`src/rtl/uart_rx_word.sv`:
```
// Two-byte UART receiver: assembles consecutive 8N1 bytes into one 16-bit word.
// Optional macro UART_RX_MAJORITY_EN selects a 2-of-3 mid-bit vote instead of a single sample.
module uart_rx_word #(
   parameter int OVS      = 16,
   parameter int GAP_BITS = 20
) (
   input  logic        clk_153k6hz,
   input  logic        rst_n,
   input  logic        rx,
   output logic [15:0] data,
   output logic        valid,
   output logic        frame_err
);

   typedef enum logic [2:0] {IDLE, START, DATA, STOP, GAP} state_t;

   localparam int CW      = $clog2(OVS);
   localparam int GAP_LIM = GAP_BITS * OVS;
   localparam int GW      = $clog2(GAP_LIM);

   localparam logic [CW-1:0] BIT_PT   = CW'(OVS - 1);
   localparam logic [GW-1:0] GAP_LAST = GW'(GAP_LIM - 1);
`ifdef UART_RX_MAJORITY_EN
   localparam logic [CW-1:0] START_PT = CW'(OVS / 2);
`else
   localparam logic [CW-1:0] START_PT = CW'(OVS / 2 - 1);
`endif

   state_t          state_q, state_d;
   logic            rx_s1_q, rxs_q, rxs_prev_q;
   logic [1:0]      fill_q;
   logic [CW-1:0]   cnt_q, cnt_d;
   logic [GW-1:0]   gap_q, gap_d;
   logic [2:0]      bidx_q, bidx_d;
   logic [7:0]      shreg_q, shreg_d;
   logic [7:0]      shadow_q, shadow_d;
   logic            hi_q, hi_d;
   logic [15:0]     data_q, data_d;
   logic            valid_q, valid_d;
   logic            ferr_q, ferr_d;
   logic            samp;
   logic            fell;

`ifdef UART_RX_MAJORITY_EN
   logic [1:0]      hist_q;

   always_ff @(posedge clk_153k6hz or negedge rst_n) begin
      if (!rst_n) hist_q <= '1;
      else        hist_q <= {hist_q[0], rxs_q};
   end

   assign samp = (hist_q[1] & hist_q[0]) | (hist_q[1] & rxs_q) | (hist_q[0] & rxs_q);
`else
   assign samp = rxs_q;
`endif

   // Edge detector stays disarmed until the synchronizer holds real line samples,
   // so a line already low at reset release cannot fake a start edge.
   assign fell = rxs_prev_q & ~rxs_q;

   always_ff @(posedge clk_153k6hz or negedge rst_n) begin
      if (!rst_n) begin
         rx_s1_q    <= 1'b1;
         rxs_q      <= 1'b1;
         rxs_prev_q <= 1'b0;
         fill_q     <= '0;
         state_q    <= IDLE;
         cnt_q      <= '0;
         gap_q      <= '0;
         bidx_q     <= '0;
         shreg_q    <= '0;
         shadow_q   <= '0;
         hi_q       <= 1'b0;
         data_q     <= '0;
         valid_q    <= 1'b0;
         ferr_q     <= 1'b0;
      end else begin
         rx_s1_q    <= rx;
         rxs_q      <= rx_s1_q;
         rxs_prev_q <= rxs_q & fill_q[1];
         fill_q     <= {fill_q[0], 1'b1};
         state_q    <= state_d;
         cnt_q      <= cnt_d;
         gap_q      <= gap_d;
         bidx_q     <= bidx_d;
         shreg_q    <= shreg_d;
         shadow_q   <= shadow_d;
         hi_q       <= hi_d;
         data_q     <= data_d;
         valid_q    <= valid_d;
         ferr_q     <= ferr_d;
      end
   end

   always_comb begin
      state_d  = state_q;
      cnt_d    = cnt_q;
      gap_d    = gap_q;
      bidx_d   = bidx_q;
      shreg_d  = shreg_q;
      shadow_d = shadow_q;
      hi_d     = hi_q;
      data_d   = data_q;
      valid_d  = 1'b0;
      ferr_d   = 1'b0;

      case (state_q)
         IDLE: begin
            if (fell) begin
               state_d = START;
               cnt_d   = '0;
               hi_d    = 1'b0;
            end
         end
         START: begin
            if (cnt_q == START_PT) begin
               cnt_d  = '0;
               bidx_d = '0;
               state_d = samp ? IDLE : DATA;
            end else begin
               cnt_d = cnt_q + CW'(1);
            end
         end
         // Data/stop bits are timed one full bit after the start-bit decision point.
         DATA: begin
            if (cnt_q == BIT_PT) begin
               shreg_d = {samp, shreg_q[7:1]};
               cnt_d   = '0;
               if (bidx_q == 3'd7) state_d = STOP;
               else                bidx_d  = bidx_q + 3'd1;
            end else begin
               cnt_d = cnt_q + CW'(1);
            end
         end
         STOP: begin
            if (cnt_q == BIT_PT) begin
               cnt_d = '0;
               if (!samp) begin
                  ferr_d  = 1'b1;
                  hi_d    = 1'b0;
                  state_d = IDLE;
               end else if (!hi_q) begin
                  shadow_d = shreg_q;
                  hi_d     = 1'b1;
                  gap_d    = '0;
                  state_d  = GAP;
               end else begin
                  data_d  = {shreg_q, shadow_q};
                  valid_d = 1'b1;
                  hi_d    = 1'b0;
                  state_d = IDLE;
               end
            end else begin
               cnt_d = cnt_q + CW'(1);
            end
         end
         GAP: begin
            if (fell) begin
               state_d = START;
               cnt_d   = '0;
            end else if (gap_q == GAP_LAST) begin
               ferr_d  = 1'b1;
               hi_d    = 1'b0;
               state_d = IDLE;
            end else begin
               gap_d = gap_q + GW'(1);
            end
         end
         default: state_d = IDLE;
      endcase
   end

   assign data      = data_q;
   assign valid     = valid_q;
   assign frame_err = ferr_q;

endmodule

```
`config.mk`:
```
export PLATFORM = sky130hd
export DESIGN_NAME = uart_rx_word
export DESIGN_NICKNAME = d
export VERILOG_FILES = /design/src/rtl/uart_rx_word.sv
export SDC_FILE = /design/constraint.sdc
export NUM_CORES = 1
export LEC_CHECK = 0
export ABC_AREA = 0
export BUFFER_PORTS_ARGS = -buffer_cell sky130_fd_sc_hd__buf_2
export CAP_MARGIN = 20
export CORE_ASPECT_RATIO = 2
export CORE_MARGIN = 5
export CORE_UTILIZATION = 55
export CTS_CLUSTER_DIAMETER = 100
export DETAILED_ROUTE_END_ITERATION = 10
export GPL_TIMING_DRIVEN = 0
export PLACE_DENSITY = 0.74
export SYNTH_ARGS = -nofsm -noshare
export SYNTH_HDL_FRONTEND = slang
export SYNTH_SLANG_ARGS = --single-unit
```
`constraint.sdc`:
```
create_clock -name clk_153k6hz -period 2 [get_ports clk_153k6hz]
set_input_delay 0.2 -clock clk_153k6hz [delete_from_list [all_inputs] [get_ports clk_153k6hz]]
set_output_delay 0.2 -clock clk_153k6hz [all_outputs]
set_load 0.1 [all_outputs]
```
==> results.md <==
* Core box area at 4770 um^2
* Power per cell area at 1020 nW/um^2
* DRC viols at 0
* Hold Fails Final Rpt at 0
* Maximum vdd drop at 0.852 mV
* WP data required at 2.22 ns
* DR pass1 iterations at 4
* Cells after Synth at 223
* Vias in the first global route at 1926
* Clock-pin slew on the worst setup and hold paths at 0.06 ns
* Post-synth cell types at 49
* PortBufs at 20
* Pre-CTS setup slack at 0.0695 ns
* Clock Latency Late Sink at 0.34 ns
* Crit path launch type: flip-flop
* Final setup vio count at 0
* Final period util at 92.1%
* Fin Clk Skew at 0.00990 ns
* Max FO, Critical Path at 9
* Status: finished clean
* Post-route ant nets at 0
* Via density at 5.89
* Slew Viols, Final at 0
* CP arrival at 2.06 ns
* Synth async-reset ratio at 100%
* Final Critical Period at 1.84 ns
* Vias at 1902
* Fin cells at 323
* Cell Area, Synth at 2670 um^2
* Leak at 1.56 nW
* Reg2Reg Launch Point: cnt_q[0]
* Synth warnings at 0
* Reg-to-reg setup timing slack at 0.16 ns
* Antenna violations before repair at 0
* DP HPWL at 3.51 mm
* Clock sinks at 59
* Initial DRC count at 137
* CTS H-tree depth at 3
* Number of synthesized register bits at 59
* Register area share after synthesis at 55.4%
* Setup TNS at 0 ns
* Syn_nets at 230
* Gr usage total at 18.4%
* Rows at 36
* EDFF count, synth at 0
* CP Capture Point: shadow_q[0]
* Starting Density at 55.9%
* Routed WL at 5.14 mm
* NumNets Final at 269
* Placed insts at 301
* RSZ-0062 raised after global routing: no
* Largest net degree at the start of global routing at 44
* Max_cap viols at 0
* PnR worst setup slack at 0.158 ns
* Drt wl/cell at 15.9 um
* Hold Crit Class: input pin to asynchronous set/reset pin
* Fmax at 543 MHz
* Clock Tree Root: clkbuf_8
* I/O pin total at 21
* Die area at 6430 um^2
* Leading register cell type out of synthesis: dfrtp_1
* Endpoint class of the critical path: flip-flop
* Hold Slack at 0.330 ns
* Chip width at 59.3 um
* Cells on worst reg2reg path at 6
* Total grt overflow at 0
* Crit path launch: cnt_q[0]
* CP Class: flip-flop to flip-flop
* R2R Path End: shadow_q[0]
* CTS tree: yes
* First-pass GRT wire length at 8.74 mm
* Area grow syn2layout at 18.0%
* Syn_area_per_cell at 12.0 um^2
* CTS Buf Count at 9
* Clock tree buffer depth at 2
* Layout cells sized above 1 at 34.6%
* RePlAce Congestion at 0.854
* Die height at 109 um
* Antenna Cells at 0
-- cells in the final DEF, fill, tap and decap left out, types with 3 or more instances in the layout --
cell type   n
dfrtp_1    57
inv_1       6
a31oi_1     3
nor2_4      3
buf_4       6
and3_1      3
nor2b_1     3
nor2_1     13
a22o_1      4
ha_1        3
mux2_2     34
nand3_1     7
nand2b_1    6
buf_2      21
clkbuf_8   10
nand2_1    15
o21ai_1     4
a21oi_1     5
or3_1       3
o21ai_0     7
nor3_1      5
-- final cells by class --
cell class | count | area, um^2
buffer | 6 | 46.3
clock buffer | 10 | 138
clock inverter | 5 | 77.6
fill | 360 | 1630
inverter | 6 | 22.5
multi-input combinational | 152 | 1120
sequential | 59 | 1480
tap | 57 | 71.3
timing repair buffer | 28 | 190
-- Yosys cell counts (all sizes together), types with 2 or more instances --
library cell  count  area share [%]
dfrtp            57              53
mux2             34              14
nand2            16             2.3
nor2             16             3.1
o21ai            11             2.1
nand3             7             1.3
inv               6            0.84
nand2b            6             1.4
a21oi             5            0.94
buf               5             1.6
nor3              5            0.94
a22o              4             1.3
ha                4             1.9
a31oi             3            0.70
and3              3            0.70
nor2b             3            0.70
or3               3            0.70
and2              2            0.47
dfstp             2             2.0
mux2i             2            0.75
nor4              2            0.47
o2111ai           2            0.66
o22ai             2            0.47
o31ai             2            0.56
or3b              2            0.75
xnor2             2            0.66
-- what timing repair did --
item	CTS	global route
setup buffers	0	5
hold endpoints to repair	17	0
gates resized for setup	0	1
setup endpoints to repair	0	18
hold buffers	2	0
-- flip-flops by register name, indices dropped and copies added, names as in the netlist --
register	cells
gap_q	9
fill_q	2
bidx_q	3
frame_err	1
data	16
cnt_q	4
hi_q	1
rxs_q	1
rxs_prev_q	1
rx_s1_q	1
shreg_q	8
shadow_q	8
state_q	3
valid	1
-- layer usage --
metal,wire (um),global-route usage (%)
met1,2040,21.3
met2,2690,28.9
met3,276,4.42
met4,127,12.8
met5,0,0
-- stage by stage --
stage / power, mW / utilization [%] / area (um^2)
after floorplan: 1.90 / - / 2670
after global placement: 2.02 / 59.5 / 2840
after detailed placement: 2.05 / 59.9 / 2860
after CTS: 3.23 / 64.8 / 3100
after global routing: 3.41 / 65.9 / 3150
final: 3.22 / 65.9 / 3150
-- cell families after synthesis --
family                     synth area share [%]
and+or+nand+nor                            14.8
DFF                                        55.4
AOI/OAI and AO/OA                          9.42
muxes                                      15.1
buffers and inverters                      2.58
adders and majority gates                  1.88
xor gates and xnor gates                  0.656
other                                     0.141
-- power by group --
group	internal, mW	total (mW)	switching [mW]
clock	0.723	1.17	0.444
sequential	1.30	1.39	0.0914
combinational	0.303	0.661	0.358
total	2.33	3.22	0.894
-- critical path, stage by stage, from the launching register on --
cell,delay (ns)
dfrtp_1,0.37
ha_1,0.21
and3_1,0.27
and2b_1,0.28
nor2_4,0.12
buf_12,0.14
mux2_2,0.33
-- how the worst min path moves through the flow --
| stage | slack (ns) | startpoint | end | cells past startpoint |
|---|---|---|---|---|
| finish | 0.33 | rst_n | gap_q[8] | 2 |
| global route | 0.35 | rst_n | gap_q[4] | 2 |
| CTS | 0.33 | rst_n | gap_q[4] | 2 |
| detailed placement | 0.16 | rst_n | gap_q[4] | 1 |
| global placement | 0.31 | rx | rx_s1_q | 1 |
| floorplan | -0.1 | rst_n | bidx_q[0] | 0 |
No activity file was read; power rests on OpenSTA's default activity.
